File: config.mk
export PLATFORM = sky130hd
export DESIGN_NAME = div_stream_adapter
export DESIGN_NICKNAME = d
export VERILOG_FILES = /design/src/rtl/div_stream_adapter.sv
export SDC_FILE = /design/constraint.sdc
export NUM_CORES = 1
export LEC_CHECK = 0
export CORE_ASPECT_RATIO = 0.7
export CORE_MARGIN = 3
export CORE_UTILIZATION = 40
export CTS_BUF_LIST = sky130_fd_sc_hd__clkbuf_4
export CTS_CLUSTER_DIAMETER = 80
export DETAILED_ROUTE_END_ITERATION = 10
export SYNTH_ARGS = -nofsm -noshare
export SYNTH_HDL_FRONTEND = slang
export SYNTH_SLANG_ARGS = --single-unit
File: constraint.sdc
create_clock -name clock -period 3.6 [get_ports clock]
set_clock_uncertainty 0.2 [all_clocks]
set_input_delay 0.54 -clock clock [delete_from_list [all_inputs] [get_ports clock]]
set_output_delay 0.54 -clock clock [all_outputs]
set_load 0.01 [all_outputs]
File: src/rtl/div_stream_adapter.sv
// Valid/ready wrapper around the fixed-latency pipelinediv divider.
// Tags ride alongside the divider; results land in a show-ahead FIFO.
module div_stream_adapter #(
  parameter int DIVIDEND   = 16,
  parameter int DIVISOR    = 8,
  parameter int LATENCY    = 16,
  parameter int FIFO_DEPTH = 32
) (
  input  logic                clock,
  input  logic                reset,
  input  logic                in_valid,
  output logic                in_ready,
  input  logic [DIVIDEND-1:0] in_dividend,
  input  logic [DIVISOR-1:0]  in_divisor,
  output logic [DIVIDEND-1:0] div_dividend,
  output logic [DIVISOR-1:0]  div_divisor,
  input  logic [DIVIDEND-1:0] div_quotient,
  input  logic [DIVISOR-1:0]  div_remainder,
  output logic                out_valid,
  input  logic                out_ready,
  output logic [DIVIDEND-1:0] out_quotient,
  output logic [DIVISOR-1:0]  out_remainder,
  output logic                out_dbz,
  output logic                busy
);

  localparam int CW = $clog2(FIFO_DEPTH + 1);
  localparam int AW = $clog2(FIFO_DEPTH);
  localparam int EW = DIVIDEND + DIVISOR + 1;
  localparam logic [CW-1:0] FULL = CW'(FIFO_DEPTH);

  logic [CW-1:0]      reserved;
  logic [AW:0]        wptr;
  logic [AW:0]        rptr;
  logic [EW-1:0]      mem [FIFO_DEPTH];
  logic [LATENCY-1:0] tag_v;
  logic [LATENCY-1:0] tag_z;
  logic [EW-1:0]      entry;
  logic [EW-1:0]      head;
  logic               accept;
  logic               pop;
  logic               wr;
  logic               dbz_in;

  assign in_ready  = !reset && (reserved < FULL);
  assign accept    = in_valid && in_ready;
  assign out_valid = (wptr != rptr);
  assign pop       = out_valid && out_ready;
  assign busy      = (reserved != '0);
  assign wr        = tag_v[LATENCY-1];
  assign dbz_in    = (in_divisor == '0);

  // Divide-by-zero results are synthesised here; divider output is ignored.
  assign entry = tag_z[LATENCY-1]
               ? {{DIVIDEND{1'b1}}, {DIVISOR{1'b0}}, 1'b1}
               : {div_quotient, div_remainder, 1'b0};

  assign head          = mem[rptr[AW-1:0]];
  assign out_quotient  = out_valid ? head[EW-1 -: DIVIDEND] : '0;
  assign out_remainder = out_valid ? head[DIVISOR:1] : '0;
  assign out_dbz       = out_valid ? head[0] : 1'b0;

  always_ff @(posedge clock) begin
    if (reset) begin
      reserved     <= '0;
      wptr         <= '0;
      rptr         <= '0;
      tag_v        <= '0;
      tag_z        <= '0;
      div_dividend <= '0;
      div_divisor  <= '0;
    end else begin
      unique case ({accept, pop})
        2'b10:   reserved <= reserved + 1'b1;
        2'b01:   reserved <= reserved - 1'b1;
        default: reserved <= reserved;
      endcase
      div_dividend <= accept ? in_dividend : '0;
      div_divisor  <= accept ? in_divisor : '0;
      tag_v <= {tag_v[LATENCY-2:0], accept};
      tag_z <= {tag_z[LATENCY-2:0], accept && dbz_in};
      if (wr)
        wptr <= wptr + 1'b1;
      if (pop)
        rptr <= rptr + 1'b1;
    end
  end

  always_ff @(posedge clock) begin
    if (!reset && wr)
      mem[wptr[AW-1:0]] <= entry;
  end

endmodule

After elaboration in Yosys (flattened, before gate mapping)
Memories as Yosys holds them, arrays and structs flattened. A register that Yosys moved wholly into a read port is not among the register bits. Index checks and enable logic that the tools add are counted.

Bits in registers: 74. Memory bits (writable): 800. Input bits: 52. Output and inout bits: 52. Logic and storage cells: 36. Memories: 1.

Memories: mem (depth 32, width 25, read ports 1, clocked after Yosys merged registers in 1, write ports 1, line 35) `logic [EW-1:0] mem [FIFO_DEPTH];`.

Add/sub/neg operators: 4. Magnitude comparators: 1. Eq/ne operators: 3. Mux-type cells: 9. Bitwise gates (word level): 1. Reduce and logical (&&, ||, !) cells: 10.

Operators with widths (number): 25-bit two-way mux (1); 6-bit by 1-bit adder with 6-bit output, second input constant (3); 16-bit two-way mux (1); 6-bit one-hot mux with 2 select lines (1); 5-bit two-way mux (2); 8-bit logical NOT (1); 8-bit two-way mux (1); 6-bit < comparator, second input constant (1); 6-bit inequality test (1); 6-bit nonzero test (1); 6-bit by 1-bit subtractor with 6-bit output, second input constant (1); 1-bit logical AND (5); 1-bit two-way mux (3); 2-bit by 1-bit equality test with 1-bit output, second input constant (1); 2-bit equality test, second input constant (1); 2-bit nonzero test (1); 2-bit OR reduction (1); 1-bit logical NOT (1); 1-bit inverter (1).

Logic depth before layout (Yosys ltp)
Gate-level depths: netlist of run 1.

Depth after elaboration: 5. Gate-level depth with buffers: 12. Mapped depth without buffers: 10.

Least setup slack after synthesis of run 1
No wires, ideal clock.

Path kind: register to register. Start point: register wptr[4]. End point: register reserved[4]. Library setup time: 0.121 ns. Arrival time: 2.705 ns. Data required time: 3.279 ns. Path slack: 0.574 ns. Stages on the path, launching flop included: 13. Buffers on the path: 2. Period minus slack after synthesis: 3.026 ns. Path through: dfxtp_1 -> buf_2 -> xor2_1 -> nor4_4 -> a21boi_1 -> ha_1 -> clkbuf_1 -> xor2_1 -> ha_1 -> a21oi_1 -> a22oi_1 -> a31oi_1 -> mux2_2.

Cells in the longest elaborated chain, start to end: 4. Elaborated cells on any way between the ends: 6. Those cells by class: eq/ne (3); mux (1); reduce/logical (2).

RTL lines: start: declaration (line 33) `logic [AW:0] wptr;`; start signal: assignment (line 83) `wptr <= wptr + 1'b1;`; 6-bit inequality test * (line 47) `assign out_valid = (wptr != rptr);`; 1-bit logical AND * (line 48) `assign pop = out_valid && out_ready;`; 2-bit by 1-bit equality test with 1-bit output / 2-bit equality test (equally long branches) (line 73) `unique case ({accept, pop})`; 6-bit one-hot mux with 2 select lines / 2-bit nonzero test (equally long branches); end signal: assignment (line 74) `2'b10: reserved <= reserved + 1'b1;`; end signal: assignment (line 75) `2'b01: reserved <= reserved - 1'b1;`; end signal: assignment (line 76) `default: reserved <= reserved;`; end: declaration (line 32) `logic [CW-1:0] reserved;`.

Every way passes the cells marked *; elsewhere a longest branch is shown, timed or not. A chain may end at the register's enable or synchronous reset.

==> results of run 1 <==
==> worst paths after layout <==
check / cells past startpoint / from / slack, ps / to
max reg2reg: 11 / rptr[5] / 620 / reserved[4]
min reg2reg: 1 / tag_v[7] / 230 / tag_v[8]
max: 8 / flip-flop / -190 / out_quotient[9]
min: 3 / in_valid / 170 / tag_z[0]
==> per-stage QoR <==
step / worst slack (ps) / power, W / setup TNS [ps] / std cells
after global routing: -358 / 0.0199 / -7300 / 3340
after floorplan: 574 / 0.0115 / 0 / 1623
after global placement: 78.3 / 0.0116 / 0 / 2889
after detailed placement: 59.0 / 0.0116 / 0 / 2889
after CTS: -340 / 0.0193 / -7050 / 3316
final: -190 / 0.0191 / -3190 / 3340
==> cells in the mapped netlist (25+ instances only) <==
cell type / count
a22o_1: 25
and3_1: 26
clkbuf_1: 55
dfxtp_1: 79
edfxtp_1: 800
mux2i_1: 53
mux4_2: 175
nor2_1: 51
nor2b_1: 49
o221ai_1: 25
o32ai_1: 26
or3_1: 30
==> cell type report <==
type | count | share of cell area
sequential | 879 | 0.615
multi-input combinational | 641 | 0.208
timing repair buffer | 336 | 0.0829
clock buffer | 295 | 0.0532
tap | 1125 | 0.0338
clock inverter | 55 | 0.00658
inverter | 5 | 0.000451
antenna | 4 | 0.000240
==> placed cells by master, fill, tap and decap left out, drive strengths merged, types with 2 or more instances in the layout <==
master         Yosys  final
dfxtp             79     79
nand4b             2      2
or2               17     17
nor4b             26     26
clkbuf            56    297
o32ai             26     26
buf               42    229
and3              26     26
bufinv             0      2
inv                5      7
or3               30     30
nor2              51     51
nor2b             49     49
a22o              25     25
nand4              4      4
a21oi              7      7
nand2b             4      4
o21ai             27     27
nor4               3      3
nand3b             6      6
diode              0      4
clkdlybuf4s50      0     77
xnor2              2      2
or3b               2      2
edfxtp           800    800
dlygate4sd3        0     27
nand2             11     11
xor2              12     12
mux2               9      9
a211oi            25     25
nand3              4      4
o221ai            25     25
mux2i             53     53
o22ai              2      2
a31oi              2      2
ha                 8      8
a22oi              2      2
mux4             175    175
clkinv             0     50
==> routing by layer <==
metal  GRT usage  part of all wire  vias to the layer above
li1            -                 -                     7738
met1       0.283              0.45                     9506
met2       0.276              0.45                      804
met3      0.0516             0.087                      107
met4      0.0509             0.017                        0
met5           0                 0                        -
==> repair_timing <==
action / in CTS / in global routing
gates resized for setup: 241 / 66
hold buffers: 27 / 0
buffers inserted: 42 / 28
pin swaps: 58 / 39
endpoints found under the hold margin: 65 / 0
setup endpoints to repair: 26 / 27
gates cloned: 10 / 2
==> cell families (layout without fill, tap and decap cells) <==
group,after synthesis,count (layout),share of synthesized area
other,0,4,0
XOR/XNOR,14,14,0.00363
multiplexers,237,237,0.135
AO/OA/AOI/OAI,144,144,0.0354
adder cells (fa/ha/maj),8,8,0.00297
AND/OR/NAND/NOR,238,238,0.0473
flip-flops,879,879,0.758
buffers and inverters,103,691,0.0168
==> sequential cells by signal (all words and copies together), names as in the netlist, named ones only <==
| signal | count |
|---|---|
| div_dividend | 16 |
| reserved | 6 |
| div_divisor | 8 |
| tag_z | 16 |
| wptr | 6 |
| rptr | 6 |
| tag_v | 16 |
| mem | 800 |
==> critical path, stage by stage, from the launching register on <==
cell and delay [ps]:
dfxtp_4 390, buf_12 140, buf_4 120, buf_12 140
mux4_2 510, a22o_1 250, a211oi_4 310, nor4b_4 100
buf_2 160
==> power groups by stage <==
stage | Sequential [W] | Combinational, W | Clock (W)
6_report | 0.0111 | 0.000308 | 0.00770
2_1_floorplan | 0.0114 | 0.000108 | 0
4_1_cts | 0.0111 | 0.000309 | 0.00791
3_3_place_gp | 0.0113 | 0.000269 | 0
5_1_grt | 0.0111 | 0.000336 | 0.00849
3_5_place_dp | 0.0113 | 0.000285 | 0
==> run_results.csv, run 1 <==
group,metric,value,unit
synth,synth_edf_count,800,
synth,ys_ff_latch,879,
floorplanning,start_util,0.407,
synth,synth_cell_types,52,
timing,grt_setup_unrepaired,"true",
power_and_ir_drop,p_int,0.0151,W
cts,htree_levels,4,
timing,drv_slew,0,
floorplanning,core_area,0.0830,mm^2
drt,via_count,18155,
setup_path,crit_arrival,3050,ps
floorplanning,die_x,353,um
timing,tightest_slew,1050,ps
run_status,failed_checks,"negative setup slack",
timing,period_needed,3790,ps
setup_path,crit_type,"reg2out",
power_and_ir_drop,clkPwrFrac,0.402,
cts,cts-root-buf,"clkbuf_4",
finish,postLayoutCoreUtil,0.502,
finish,layout-drive-gt1-share,0.411,
place,place_area,0.0371,mm^2
synth,async_flop_share,0,
timing,setup_violations,25,
global_route,grt_max_degree,57,
power_and_ir_drop,net-switching-power,0.00402,W
timing,hold_ws,171,ps
global_route,antenna_found_initial,2,
place,place_hpwl,47700,um
power_and_ir_drop,p_comb_frac,0.016,
drt,wire_per_inst,25.1,um
synth,syn_inst,1623,
power_and_ir_drop,swShare,0.210,
synth,synth_fp_nets,1683,
drt,routed_wl,83700,um
timing,timing.final.crit_share,1.05,
global_route,grt_pass1_vias,18941,
setup_path,cp_max_fo,7,
synth,ys_warn_count,0,
finish,final_nets,2120,
power_and_ir_drop,leakagePower,13.2,nW
cts,cts_buffer_depth,3,
synth,syn_area,0.0338,mm^2
finish,seq_area,0.0256,mm^2
synth,yosysSeqAreaShare,0.758,
setup_path,critPathLaunchType,"flip-flop",
cts,insertion_delay,940,ps
global_route,grt-ovfl-total,0,
floorplanning,rows,88,
place,gp_congestion,0.778,
power_and_ir_drop,pwr-share-seq,0.581,
finish,postLayoutCellArea,0.0416,mm^2
hold_path,worstHoldPathType,"in2reg",
run_status,status,"finished, violations left",
timing,setup_slack,-190,ps
floorplanning,die_h,249,um
synth,synthTopCellsByArea,"edfxtp_1 (71%), mux4_2 (12%), dfxtp_1 (4.7%), mux2i_1 (1.6%), nor4b_2 (1.0%)",
timing,final_hold_viol_count,0,
drt,drc,0,
drt,first_pass_iters,5,
synth,synth_area_per_cell,20.8,um^2
global_route,grt_pass1_wl,124000,um
flow_run,maxCapViolations,0,
cts,cts.sinks,879,
drt,drtIter0Drc,1797,
timing,relSlewSlack,0.301,
synth,synth_top_area_cell,"edfxtp_1",
cts,clk_pin_slew_worst_paths,70,ps
finish,fill_cells,6779,
global_route,track_usage,0.190,
timing,fmax,264,MHz
synth,yosysTopAreaCellShare,0.712,
finish,areaGrowthSynthToFinish,23.4,%
floorplanning,dieArea,0.0880,mm^2
power_and_ir_drop,power.density,459,mW/mm^2
drt,vias_per_cell,5.44,
power_and_ir_drop,irDropWorstVdd,290,uV
setup_path,crit_path_end_kind,"primary output",
place,io_buffer_count,103,
synth,synth_flop_cell,"edfxtp_1",
drt,final_antenna_net_count,0,
setup_path,crit_required,2860,ps
finish,multi_input_area,0.00865,mm^2
floorplanning,pin_count,104,
cts,cts_tree,"built",
cts,cts_buffers,197,
No activity file was read; power rests on OpenSTA's default activity.
==> inputs of run 2 (changes only) <==
Settings changed: CORE_ASPECT_RATIO 0.7 to default.
==> run_results.csv, run 2 (synthesis gave the netlist of run 1 again) <==
group,metric,value,unit
run_status,status,"finished, violations left",
run_status,failed_checks,"negative setup slack",
cts,cts_buffers,213,
setup_path,r2r-end,"reserved[4]",
floorplanning,die_h,297,um
global_route,grt_pass1_wl,123000,um
setup_path,reg2reg_slack,670,ps
setup_path,slowest_stage,"mux4_2",
drt,via_count,18268,
drt,routed_wl,84500,um
finish,largest_register_ffs,800,
setup_path,crit_arrival,3210,ps
floorplanning,pin_count,104,
finish,fill_cells,6715,
cts,cts-root-buf,"clkbuf_4",
floorplanning,die_x,297,um
finish,final_cell_mix,"edfxtp_1 (800), clkbuf_4 (304), mux4_2 (175)",
drt,vias_per_cell,5.43,
timing,setup_violations,25,
finish,areaGrowthSynthToFinish,24.1,%
timing,timing.final.crit_share,1.10,
timing,final_hold_viol_count,0,
setup_path,crit_type,"reg2out",
power_and_ir_drop,irDropWorstVdd,372,uV
global_route,grt-ovfl-total,0,
place,place_area,0.0372,mm^2
setup_path,critPathLaunchType,"flip-flop",
flow_run,maxCapViolations,0,
setup_path,cp_cell_sequence,"buf_12 > buf_12 > buf_12 > buf_6 > mux4_2 > a22o_1 > a211oi_4 > nor4b_2 > buf_2",
timing,fmax,253,MHz
cts,clk_pin_slew_worst_paths,60,ps
setup_path,r2r_cells,11,
hold_path,hp-start,"div_remainder[2]",
timing,grt_setup_unrepaired,"true",
floorplanning,start_util,0.407,
power_and_ir_drop,power.density,463,mW/mm^2
cts,insertion_delay,990,ps
timing,tightest_slew,1280,ps
setup_path,critPathTopFamily,"buffers and inverters",
finish,postLayoutCellArea,0.0419,mm^2
finish,layout-drive-gt1-share,0.409,
setup_path,r2r-start,"rptr[1]",
hold_path,worst_hold_path.num_cells,2,
place,gp_congestion,0.752,
cts,cts.sinks,879,
place,place_hpwl,45500,um
drt,drc,0,
global_route,grt_pass1_vias,19088,
setup_path,critical_path_buf_inv_count,5,
floorplanning,rows,105,
setup_path,cp.depth,9,
floorplanning,core_area,0.0829,mm^2
floorplanning,dieArea,0.0879,mm^2
setup_path,cp_max_fo,7,
hold_path,worstHoldPathType,"in2reg",
global_route,grt_max_degree,57,
setup_path,critPathMaxStageDelay,480,ps
cts,cts_buffer_depth,3,
power_and_ir_drop,leakagePower,13.3,nW
cts,cts_tree,"built",
setup_path,crit_path_end_kind,"primary output",
finish,final_common_cell,"edfxtp_1",
timing,setup_slack,-352,ps
timing,period_needed,3950,ps
global_route,track_usage,0.195,
drt,drtIter0Drc,1537,
setup_path,cpMostUsedCell,"buf_12",
timing,hold_ws,177,ps
setup_path,crit_required,2860,ps
drt,wire_per_inst,25.1,um
place,io_buffer_count,103,
timing,drv_slew,0,
finish,final_nets,2127,
drt,final_antenna_net_count,0,
cts,htree_levels,4,
timing,relSlewSlack,0.143,
drt,first_pass_iters,6,
global_route,antenna_found_initial,4,
hold_path,hold_end,"mem[22][3]",
[run 2: changes by cell type in the layout (fill, tap and decap cells not counted), sizes merged, moves of 3 or more]
cell         delta
clkinv         +17
dlygate4sd3     +5
clkbuf         +11
bufbuf          +3
buf            -19
diode           +4
[run 2: where the power goes]
group	total, W	internal [W]	switching (W)
Combinational	0.000307	0.000117	0.000189
Clock	0.00797	0.00410	0.00387
Sequential	0.0111	0.0111	0.00000721
[run 2: how the worst max path moves through the flow]
stage / start / end / slack [ps]
floorplan: wptr[4] / reserved[4] / 570
global placement: flip-flop / out_quotient[15] / -260
detailed placement: flip-flop / out_quotient[15] / -230
CTS: flip-flop / out_quotient[11] / -500
global route: flip-flop / out_quotient[8] / -480
finish: flip-flop / out_quotient[11] / -350
[run 2: layout make-up]
class,count,area [um^2],share of cell area
diodes,8,20.0,0.000478
clock buffers,304,2280,0.0545
clock inverters,76,398,0.00950
inverters,5,18.8,0.000448
multi-input cells,641,8610,0.206
flip-flops and latches,879,25600,0.612
well taps,1123,1410,0.0335
repair buffers,327,3520,0.0841
[run 2: per-layer routing]
| layer | track usage | share of wire | vias to the layer above |
|---|---|---|---|
| met3 | 0.0569 | 0.086 | 141 |
| met5 | 0 | 0 | - |
| li1 | - | - | 7772 |
| met1 | 0.262 | 0.41 | 9593 |
| met2 | 0.304 | 0.47 | 762 |
| met4 | 0.0730 | 0.026 | 0 |
[run 2: stage by stage]
step	instances	setup TNS (ps)	setup WS (ps)	utilization	total power [W]
CTS	3340	-10510	-499	0.501	0.0196
global route	3359	-9550	-482	0.505	0.0202
finish	3363	-6450	-352	0.505	0.0194
floorplan	1623	0	574	-	0.0115
detailed placement	2868	-231	-231	0.449	0.0116
global placement	2868	-263	-263	0.449	0.0116
[run 2: what timing repair did]
action                                  4_1_cts  5_1_grt
hold buffers                                 32        0
gates resized for setup                     232       48
endpoints found under the hold margin        71        0
endpoints found under the setup margin       27       25
cloned                                       11        3
pin swaps                                    50       21
buffers inserted                             49       21
==> inputs of run 3 (changes only) <==
Settings changed: RECOVER_POWER from default to 50.
==> run_results.csv, run 3 (synthesis gave the netlist of run 1 again) <==
group,metric,value,unit
timing,tightest_slew,2230,ps
power_and_ir_drop,finalPower,0.0194,W
drt,vias_per_cell,5.44,
timing,period_needed,3940,ps
drt,drc,0,
run_status,failed_checks,"max-capacitance violations, max-slew violations, negative setup slack",
timing,setup_slack,-337,ps
floorplanning,start_util,0.407,
floorplanning,die_x,297,um
setup_path,crit_type,"reg2out",
finish,final_cell_mix,"edfxtp_1 (800), clkbuf_4 (304), mux4_2 (175)",
finish,final_common_cell,"edfxtp_1",
global_route,grt_max_degree,57,
power_and_ir_drop,irDropWorstVdd,372,uV
global_route,track_usage,0.195,
setup_path,cpMostUsedCell,"buf_12",
timing,timing.final.crit_share,1.09,
cts,htree_levels,4,
power_and_ir_drop,leakagePower,13.2,nW
cts,insertion_delay,990,ps
place,place_inst,2868,
finish,largest_register_ffs,800,
hold_path,worst_hold_path.num_cells,1,
power_and_ir_drop,power.density,464,mW/mm^2
drt,drtIter0Drc,1473,
drt,first_pass_iters,5,
drt,routed_wl,84400,um
place,gp_congestion,0.752,
finish,layout-drive-gt1-share,0.396,
floorplanning,die_h,297,um
finish,final_nets,2127,
flow_run,maxCapViolations,3,
finish,areaGrowthSynthToFinish,23.8,%
setup_path,slowest_stage,"mux4_2",
global_route,grt-ovfl-total,0,
timing,drv_slew,96,
drt,wire_per_inst,25.1,um
floorplanning,rows,105,
setup_path,crit_required,2860,ps
cts,cts-root-buf,"clkbuf_4",
cts,cts_buffer_depth,3,
timing,final_hold_viol_count,0,
setup_path,critPathMaxStageDelay,520,ps
setup_path,crit_arrival,3200,ps
run_status,status,"finished, violations left",
floorplanning,dieArea,0.0879,mm^2
setup_path,r2r-end,"mem[13][17]",
floorplanning,pin_count,104,
setup_path,critPathTopFamily,"buffers and inverters",
floorplanning,core_area,0.0829,mm^2
setup_path,cp_max_fo,7,
drt,final_antenna_net_count,0,
drt,via_count,18305,
timing,fmax,254,MHz
setup_path,reg2reg_slack,320,ps
hold_path,hold_end,"tag_z[10]",
cts,clk_pin_slew_worst_paths,60,ps
cts,cts_tree,"built",
setup_path,cp_cell_sequence,"buf_12 > buf_12 > bufbuf_16 > mux4_2 > a22o_4 > a211oi_4 > nor4b_2 > buf_2",
setup_path,r2r-start,"tag_z[15]",
global_route,antenna_found_initial,4,
setup_path,critPathLaunchType,"flip-flop",
setup_path,critical_path_buf_inv_count,4,
setup_path,crit_path_end_kind,"primary output",
cts,cts_buffers,213,
hold_path,worstHoldPathType,"reg2reg",
place,pre_cts_ws,-231,ps
timing,setup_violations,25,
hold_path,hp-start,"tag_z[9]",
place,place_hpwl,45500,um
finish,finalNonFillerCells,3362,
setup_path,r2r_cells,2,
global_route,grt_pass1_vias,19088,
cts,cts.sinks,879,
place,io_buffer_count,103,
finish,postLayoutCoreUtil,0.504,
global_route,grt_pass1_wl,123000,um
timing,grt_setup_unrepaired,"true",
timing,relSlewSlack,-0.490,
[run 3: what timing repair did]
action | 4_1_cts | 5_1_grt
endpoints found under the setup margin | 27 | 25
gates resized for setup | 232 | 48
hold buffers | 32 | 0
setup buffers | 49 | 21
pin swaps | 50 | 21
cloned | 11 | 3
endpoints found under the hold margin | 71 | 0
[run 3: final cells by class]
type | count | area [um^2]
inverters | 5 | 18.8
flip-flops and latches | 879 | 25600
diodes | 7 | 17.5
well taps | 1123 | 1410
fillers | 6727 | 41100
clock inverters | 76 | 398
repair buffers | 327 | 3440
clock buffers | 304 | 2280
multi-input cells | 641 | 8610
[run 3: worst max-delay path by stage]
| stage | end | slack [ps] | cells past startpoint |
|---|---|---|---|
| after floorplan | reserved[4] | 570 | 12 |
| after global placement | out_quotient[15] | -260 | 7 |
| after detailed placement | out_quotient[15] | -230 | 7 |
| after CTS | out_quotient[11] | -500 | 9 |
| after global routing | out_quotient[8] | -480 | 8 |
| final | out_quotient[13] | -340 | 8 |
[run 3: where the power goes]
group	switching, W	internal [W]
sequential	0.00000720	0.0111
clock	0.00386	0.00410
combinational	0.000190	0.000111
total	0.00406	0.0153
[run 3: layer usage]
metal  wire length (um)  GRT usage  vias up  share of wire
met1              34900      0.262     9649           0.41
met4               2210     0.0730        0          0.026
met3               6970     0.0569      138          0.083
li1                   -          -     7763              -
met5                  0          0        -              0
met2              40300      0.304      755           0.48
[run 3: through the flow]
stage / TNS [ps] / area [um^2] / hold WS [ps]
2_1_floorplan: 0 / 33800 / 214
3_3_place_gp: -263 / 37200 / 217
3_5_place_dp: -231 / 37200 / 227
4_1_cts: -10510 / 41600 / 66.3
5_1_grt: -9720 / 41800 / 246
6_report: -6100 / 41800 / 236
